===== src/rtl/cpu_cycle_sequencer_pkg.sv =====
// Shared definitions for the multicycle CPU sequencer: state encoding, the decoded
// instruction classes and the class priority used when several class lines are high.
package cpu_cycle_sequencer_pkg;

  localparam int LAT_W = 8;

  typedef enum logic [2:0] {
    S_IDLE   = 3'd0,
    S_FETCH  = 3'd1,
    S_FWAIT  = 3'd2,
    S_DECODE = 3'd3,
    S_EXEC   = 3'd4,
    S_MEM    = 3'd5,
    S_WB     = 3'd6,
    S_HALT   = 3'd7
  } state_t;

  typedef enum logic [1:0] {
    CLS_NONE     = 2'd0,
    CLS_LOAD     = 2'd1,
    CLS_STORE    = 2'd2,
    CLS_REGWRITE = 2'd3
  } cls_t;

  // Halt is resolved before this; among the rest load wins over store over regwrite.
  function automatic cls_t classify(input logic load, input logic store, input logic regwrite);
    if (load) return CLS_LOAD;
    if (store) return CLS_STORE;
    if (regwrite) return CLS_REGWRITE;
    return CLS_NONE;
  endfunction

endpackage


===== src/rtl/cpu_cycle_sequencer_latency_counter.sv =====
// Down-counter that paces the ROM and RAM read waits; last_cycle flags the final wait cycle.
module cpu_cycle_sequencer_latency_counter
  import cpu_cycle_sequencer_pkg::*;
(
  input  logic             clk,
  input  logic             reset,
  input  logic             load,
  input  logic [LAT_W-1:0] load_value,
  output logic             last_cycle,
  output logic             last_cycle_next
);

  logic [LAT_W-1:0] cnt_q;
  logic [LAT_W-1:0] cnt_d;

  always_comb begin
    cnt_d = cnt_q;
    if (load) begin
      cnt_d = load_value;
    end else if (cnt_q != '0) begin
      cnt_d = cnt_q - 1'b1;
    end
  end

  always_ff @(posedge clk) begin
    if (reset) begin
      cnt_q <= '0;
    end else begin
      cnt_q <= cnt_d;
    end
  end

  // The look-ahead lets the sequencer register strobes that line up with the final wait cycle.
  assign last_cycle      = (cnt_q == '0);
  assign last_cycle_next = (cnt_d == '0);

endmodule


===== src/rtl/cpu_cycle_sequencer.sv =====
// Multicycle sequencer: paces fetch/decode/execute/memory/writeback with registered strobes,
// run/step/halt control and debug counters.
module cpu_cycle_sequencer
  import cpu_cycle_sequencer_pkg::*;
#(
  parameter int ROM_LATENCY = 1,
  parameter int RAM_LATENCY = 1,
  parameter int CNT_W       = 32
) (
  input  logic             clk,
  input  logic             reset,
  input  logic             run,
  input  logic             step,
  input  logic             cls_load,
  input  logic             cls_store,
  input  logic             cls_regwrite,
  input  logic             cls_halt,
  output logic             ir_load,
  output logic             pc_update,
  output logic             reg_write_en,
  output logic             ram_rden,
  output logic             ram_wren,
  output logic             busy,
  output logic             halted,
  output logic [2:0]       state,
  output logic [CNT_W-1:0] cycle_count,
  output logic [CNT_W-1:0] instr_retired
);

  localparam logic [LAT_W-1:0] ROM_LOAD = LAT_W'(ROM_LATENCY - 1);
  localparam logic [LAT_W-1:0] RAM_LOAD = LAT_W'(RAM_LATENCY - 1);

  state_t           state_q;
  state_t           state_d;
  state_t           retire_state;
  cls_t             cls_q;
  cls_t             cls_d;
  logic             step_q;
  logic             step_rise;
  logic             lat_load;
  logic [LAT_W-1:0] lat_value;
  logic             lat_last;
  logic             lat_last_next;
  logic             ir_load_d;
  logic             pc_update_d;
  logic             reg_write_en_d;
  logic             ram_rden_d;
  logic             ram_wren_d;

  assign step_rise    = step & ~step_q;
  assign retire_state = run ? S_FETCH : S_IDLE;
  assign cls_d        = (state_q == S_DECODE) ? classify(cls_load, cls_store, cls_regwrite) : cls_q;

  cpu_cycle_sequencer_latency_counter u_latency (
    .clk             (clk),
    .reset           (reset),
    .load            (lat_load),
    .load_value      (lat_value),
    .last_cycle      (lat_last),
    .last_cycle_next (lat_last_next)
  );

  always_comb begin
    state_d = state_q;
    case (state_q)
      S_IDLE:   if (run || step_rise) state_d = S_FETCH;
      S_FETCH:  state_d = S_FWAIT;
      S_FWAIT:  if (lat_last) state_d = S_DECODE;
      S_DECODE: state_d = cls_halt ? S_HALT : S_EXEC;
      S_EXEC: begin
        case (cls_q)
          CLS_LOAD, CLS_STORE: state_d = S_MEM;
          CLS_REGWRITE:        state_d = S_WB;
          default:             state_d = retire_state;
        endcase
      end
      S_MEM: begin
        if (cls_q == CLS_STORE) begin
          state_d = retire_state;
        end else if (lat_last) begin
          state_d = S_WB;
        end
      end
      S_WB:     state_d = retire_state;
      S_HALT:   state_d = S_HALT;
      default:  state_d = S_IDLE;
    endcase
  end

  // The wait counter is reloaded on entry to FWAIT (ROM) and MEM (RAM read).
  always_comb begin
    lat_load  = 1'b0;
    lat_value = ROM_LOAD;
    if (state_d == S_FWAIT && state_q != S_FWAIT) begin
      lat_load = 1'b1;
    end else if (state_d == S_MEM && state_q != S_MEM) begin
      lat_load  = 1'b1;
      lat_value = RAM_LOAD;
    end
  end

  // Strobes are decoded from the state being entered so the registered copies align with it.
  always_comb begin
    ir_load_d      = (state_d == S_FWAIT) && lat_last_next;
    pc_update_d    = 1'b0;
    reg_write_en_d = 1'b0;
    ram_rden_d     = 1'b0;
    ram_wren_d     = 1'b0;
    case (state_d)
      S_EXEC: pc_update_d = (cls_d == CLS_NONE);
      S_MEM: begin
        if (cls_d == CLS_STORE) begin
          ram_wren_d  = 1'b1;
          pc_update_d = 1'b1;
        end else begin
          ram_rden_d = 1'b1;
        end
      end
      S_WB: begin
        reg_write_en_d = 1'b1;
        pc_update_d    = 1'b1;
      end
      default: ;
    endcase
  end

  always_ff @(posedge clk) begin
    if (reset) begin
      state_q      <= S_IDLE;
      cls_q        <= CLS_NONE;
      step_q       <= 1'b0;
      ir_load      <= 1'b0;
      pc_update    <= 1'b0;
      reg_write_en <= 1'b0;
      ram_rden     <= 1'b0;
      ram_wren     <= 1'b0;
    end else begin
      state_q      <= state_d;
      cls_q        <= cls_d;
      step_q       <= step;
      ir_load      <= ir_load_d;
      pc_update    <= pc_update_d;
      reg_write_en <= reg_write_en_d;
      ram_rden     <= ram_rden_d;
      ram_wren     <= ram_wren_d;
    end
  end

  // instr_retired tracks the strobe register so it already includes a visible pc_update.
  always_ff @(posedge clk) begin
    if (reset) begin
      cycle_count   <= '0;
      instr_retired <= '0;
    end else begin
      if (busy) cycle_count <= cycle_count + CNT_W'(1);
      if (pc_update_d) instr_retired <= instr_retired + CNT_W'(1);
    end
  end

  assign busy   = (state_q != S_IDLE) && (state_q != S_HALT);
  assign halted = (state_q == S_HALT);
  assign state  = state_q;

endmodule


===== config.mk =====
export PLATFORM = sky130hd
export DESIGN_NAME = cpu_cycle_sequencer
export DESIGN_NICKNAME = d
export VERILOG_FILES = /design/src/rtl/cpu_cycle_sequencer_pkg.sv /design/src/rtl/cpu_cycle_sequencer_latency_counter.sv /design/src/rtl/cpu_cycle_sequencer.sv
export SDC_FILE = /design/constraint.sdc
export NUM_CORES = 1
export LEC_CHECK = 0
export CELL_PAD_IN_SITES_DETAIL_PLACEMENT = 2
export CELL_PAD_IN_SITES_GLOBAL_PLACEMENT = 2
export CORE_MARGIN = 2
export CORE_UTILIZATION = 30
export DETAILED_ROUTE_END_ITERATION = 7
export PLACE_DENSITY = 0.78
export SKIP_LAST_GASP = 1
export SYNTH_ARGS = -nofsm -noshare
export SYNTH_HDL_FRONTEND = slang
export SYNTH_SLANG_ARGS = --single-unit

===== constraint.sdc =====
create_clock -name clk -period 6.3 [get_ports clk]
set_input_delay 1.89 -clock clk [delete_from_list [all_inputs] [get_ports clk]]
set_output_delay 1.89 -clock clk [all_outputs]
set_load 0.1 [all_outputs]

# Yosys cells after proc, flatten, opt, wreduce, memory -nomap -nowiden
# Cells that the tools add are included.
[word_totals]
reg_bits = 83
input_bits = 8
output_inout_bits = 74
wordCells = 77
[op_classes]
n_addsub = 3
eq_ne = 18
mux = 29
bitwise_logic = 3
n_reduce_logical = 13
[op_table]
columns = ["cell", "n"]
rows = [
  ["$add A32 B1 Y32 const B", 2],
  ["$pmux W3 S8", 1],
  ["$eq A3 B3 Y1 const B", 7],
  ["$logic_not A8 Y1", 2],
  ["$mux W2", 8],
  ["$mux W8", 2],
  ["$mux W1", 12],
  ["$mux W3", 4],
  ["$eq A3 B2 Y1 const B", 3],
  ["$reduce_bool A8 Y1", 1],
  ["$sub A8 B1 Y8 const B", 1],
  ["$eq A2 B2 Y1 const B", 3],
  ["$ne A3 B3 Y1 const B", 2],
  ["$pmux W3 S2", 1],
  ["$logic_and A1 B1 Y1", 4],
  ["$reduce_or A2 Y1", 2],
  ["$eq A3 B1 Y1 const B", 1],
  ["$logic_not A3 Y1", 1],
  ["$ne A3 B2 Y1 const B", 1],
  ["$pmux W1 S3", 1],
  ["$reduce_bool A3 Y1", 1],
  ["$eq A2 B1 Y1 const B", 1],
  ["$logic_not A2 Y1", 1],
  ["$not A1 Y1", 2],
  ["2 further kinds", 2],
]

# Logic depth before layout (Yosys ltp)
[depth]
ltp_word = 12
ltp_mapped = 11
depth_no_buf = 9

# Cells and area by module
# A second synthesis with hierarchy kept.
[hier_totals]
hier_cells = 538
area_unflattened_um2 = 4600.7
[by_module_without_submodules]
columns = ["mod", "n_inst", "cells_each", "area_per_inst_um2", "seq_area_each_um2"]
rows = [
  ["cpu_cycle_sequencer", 1, 473, 4058.9, 1501.4],
  ["cpu_cycle_sequencer_latency_counter", 1, 65, 541.8, 160.2],
]

# Worst setup path before layout
# OpenSTA, ideal clock, no wires.
[synth_timing]
path_kind = "reg-to-output"
from = "register state_q[0], in the netlist state[0]"
to = "output port busy"
arrival_time_ps = 3152
required_time_ps = 4410
slack_ps = 1258
path_stages_with_launch = 4
cell_sequence = "dfxtp_1 -> buf_2 -> and3_1 -> nor2_1"
[synth_between]
elab_chain_len = 2
[synth_lines]
columns = ["item", "line", "text"]
rows = [
  ["start: declaration", "cpu_cycle_sequencer.sv:33", "state_t state_q;"],
  ["start signal: assignment", "cpu_cycle_sequencer.sv:138", "state_q <= state_d;"],
  ["$ne A3 B3 Y1 / $reduce_bool A3 Y1 (equally long branches)", "cpu_cycle_sequencer.sv:160", "assign busy = (state_q != S_IDLE) && (state_q != S_HALT);"],
  ["$logic_and A1 B1 Y1 (*)", "cpu_cycle_sequencer.sv:160", ""],
  ["end: declaration", "cpu_cycle_sequencer.sv:23", "output logic busy,"],
]
# Every way passes the cells marked *; elsewhere a longest branch is shown, timed or not.

# Final worst setup path
[layout_timing]
from = "register state_q[1], in the netlist state[1]"
to = "output port busy"
# Same word-level chain as after synthesis.

==> out/metrics.csv <==
stage;metric;value;unit
run_status;status;completed;
layout;n_fill_cell;1466;
placed_design;dpl_worst_slack;1.66;ns
layout;final_util;39.9;%
layout;seq_area;1660;sq um
critical_path;worst_ep_required_time;4.41;ns
route;wire_per_inst;16.7;microns
timing;rsz0062_at_grt;false;
global_route;grt_max_degree;51;
floorplanning;fp.dieW;119;microns
layout;multi_input_area;2180;sq um
synthesis;avgSynthCellArea;8.63;sq um
placed_design;dp_hpwl;8740;microns
cts;cts_post_setup_buffers_inserted;0;
floorplanning;start_util;30.5;%
critical_path;cpPeakStageDelay;1.24;ns
floorplanning;design.core.area;13100;sq um
synthesis;synth_top_area_share;41.7;%
timing;final-hold-violation-count;0;
critical_path;cp_slowest_cell;clkdlybuf4s50_1;
synthesis;yosys.area_share.simple;28.9;%
critical_path;critPathLaunchType;flop;
layout;fin_nets;549;
power_and_ir_drop;p_leak;1.75;nW
timing;tightest_slew;1.03;ns
timing;max_freq;0.211;GHz
flow_run;max_cap_violations;0;
cts;cts_resized;0;
floorplanning;ios;82;
synthesis;syn_area;3990;sq um
critical_path;worstSetupEndpointType;output port;
cts;cts_root_buf;clkbuf_16;
global_route;globalRouteOverflowTotal;0;
cts;cts_tree;yes;
floorplanning;dieArea;14200;sq um
floorplanning;dieHeight;119;microns
timing;drv_slew;0;
synthesis;yosysWarnings;0;
global_route;grt_pass1_vias;4000;
layout;final_cells;715;
cts;cts_buffers;9;
min_path;hp-class;flop to flop;
timing;finalCriticalPeriod;4.74;ns
cts;cts_buffer_depth;2;
timing;setup_violations;0;
layout;antenna_cells;0;
power_and_ir_drop;powerDensity;322;nW/um^2
route;ant_nets;0;
synthesis;yosysTopAreaCell;dfxtp_1;
global_route;antenna_found_initial;0;
synthesis;synth_cell_types;47;
route;drcViolationCount;0;
synthesis;synth_flop_cell;dfxtp_1;
placed_design;port_buffers;81;
synthesis;synthMuxAreaShare;1.54;%
route;drt_wl_total;12000;microns
critical_path;crit_arrival;2.85;ns
synthesis;synth-seq-area-share;41.7;%
route;routed-via-count;3679;
synthesis;synth_xor_area_share;8.79;%
global_route;grt_pass1_wl;20200;microns
timing;relSlewSlack;30.8;%
power_and_ir_drop;peakVddDrop;0.000173;V
cts;clock-sinks;83;
global_route;grt_usage;17.5;%
placed_design;gp_congestion;0.775;
layout;area_growth;30.8;%
synthesis;synthArstFlopShare;0;%
timing;final.setup.worst_slack;1.56;ns
cts;path_clk_slew;0.06;ns
synthesis;syn_nets;476;
synthesis;synth_adder_area_share;1.88;%
critical_path;path_cells;nor3_1, nor2_1, clkdlybuf4s50_1;
timing;min_period_over_period;75.3;%
critical_path;crit_fanout;15;
synthesis;synth-compound-area-share;13.6;%
layout;drive_above_1_share;4.64;%
cts;cts_hold_buf;0;
route;first_pass_iters;4;
floorplanning;num_rows;42;
route;vias_per_cell;5.15;
critical_path;critPathKind;flop to output port;
synthesis;ys_ff_latch;83;
synthesis;synth_top_family_by_area;simple AND/OR/NAND/NOR gates;
synthesis;synth_edf_count;0;
placed_design;place_inst;700;
cts;cts_htree_levels;3;
cts;clkLatencyLatePin;0.34;ns
route;drt-initial-drc-count;138;
timing;fin_tns_setup;0;ns
synthesis;synth_area_leaders;dfxtp_1, xor2_1, nor2_1;
timing;finalClockSkew;0.00706;ns
synthesis;synth_cells;462;
cell usage in the layout (no fill, tap or decap), types with 12 or more instances in the layout:
cell type | synthesis | layout
a21oi_1 | 30 | 30
and3_1 | 12 | 12
clkdlybuf4s50_1 | 0 | 80
dfxtp_1 | 83 | 83
inv_1 | 16 | 16
nand2_1 | 25 | 25
nand3_1 | 20 | 20
nand4_1 | 13 | 13
nor2_1 | 51 | 51
nor2b_1 | 17 | 17
nor3_1 | 14 | 14
o21ai_0 | 18 | 18
or3_1 | 17 | 17
xnor2_1 | 14 | 14
xor2_1 | 26 | 26
cell usage after synthesis (4+ instances only):
cell / count
nand2b_1: 6
inv_1: 16
buf_2: 4
nor2_1: 51
ha_1: 6
nor2b_1: 17
or4_1: 10
nand2_1: 25
mux2i_1: 5
and4_1: 7
or3_1: 17
o31ai_1: 10
a21oi_1: 30
clkbuf_1: 15
nand4_1: 13
nand3_1: 20
and2_1: 5
nor3_1: 14
o21ai_0: 18
dfxtp_1: 83
xor2_1: 26
xnor2_1: 14
and3_1: 12
state kept, by name (all words and copies together), names as in the netlist:
signal / cells
reg_write_en: 1
ram_wren: 1
pc_update: 1
ir_load: 1
state: 3
cls_q: 2
ram_rden: 1
u_latency.cnt_q: 8
cycle_count: 32
step_q: 1
instr_retired: 32
where the power goes:
group	internal, W	switching [W]
sequential	0.000558	0.0000555
combinational	0.000174	0.000372
clock	0.000306	0.000213
per-layer routing:
metal,part of all wire (%),track usage (%),wire [microns],vias up
met3,3.0,3.93,357,8
met4,0.89,4.71,106,0
li1,-,-,-,1775
met5,0,0,0,-
met1,43,20.7,5180,1844
met2,53,31.6,6310,52
logic make-up (layout without fill, tap and decap cells):
family / count (synthesis) / after routing
xor gates and xnor gates: 40 / 40
and+or+nand+nor: 209 / 209
DFF: 83 / 83
AOI/OAI and AO/OA: 82 / 82
muxes: 6 / 6
buffers and inverters: 36 / 113
adders and majority gates: 6 / 6
cell type report:
| class | instances | area share [%] |
|---|---|---|
| inverters | 16 | 1.15 |
| clock buffers | 11 | 4.46 |
| well taps | 176 | 4.22 |
| clock inverters | 4 | 0.983 |
| multi-input cells | 343 | 41.8 |
| repair buffers | 82 | 15.6 |
| flip-flops and latches | 83 | 31.8 |
worst max-delay path: cells and delay by family, from the launching register on:
kind | cells | cell delay (ns)
DFF | 1 | 0.68
buffers and inverters | 1 | 1.24
and+or+nand+nor | 2 | 0.59
worst paths after layout:
check / endpoint / slack, ns / start / cells after the start
worst max register to register: instr_retired[28]$_SDFFE_PP0P_ / 3.15 / u_latency.cnt_q[0]$_SDFF_PP0_ / 9
worst min-delay path: instr_retired[8]$_SDFFE_PP0P_ / 0.50 / instr_retired[8]$_SDFFE_PP0P_ / 2
worst min register to register: instr_retired[8]$_SDFFE_PP0P_ / 0.50 / instr_retired[8]$_SDFFE_PP0P_ / 2
worst max-delay path: busy / 1.56 / state[1]$_SDFF_PP0_ / 3
metrics by stage:
stage / hold WS (ns) / area [sq um] / power, W
finish: 0.500 / 5220 / 0.00168
global route: 0.534 / 5220 / 0.00177
CTS: 0.505 / 5220 / 0.00170
detailed placement: 0.492 / 4930 / 0.00117
global placement: 0.473 / 4930 / 0.00115
floorplan: 0.516 / 3990 / 0.00105
Power figures use the tool's default switching activity.
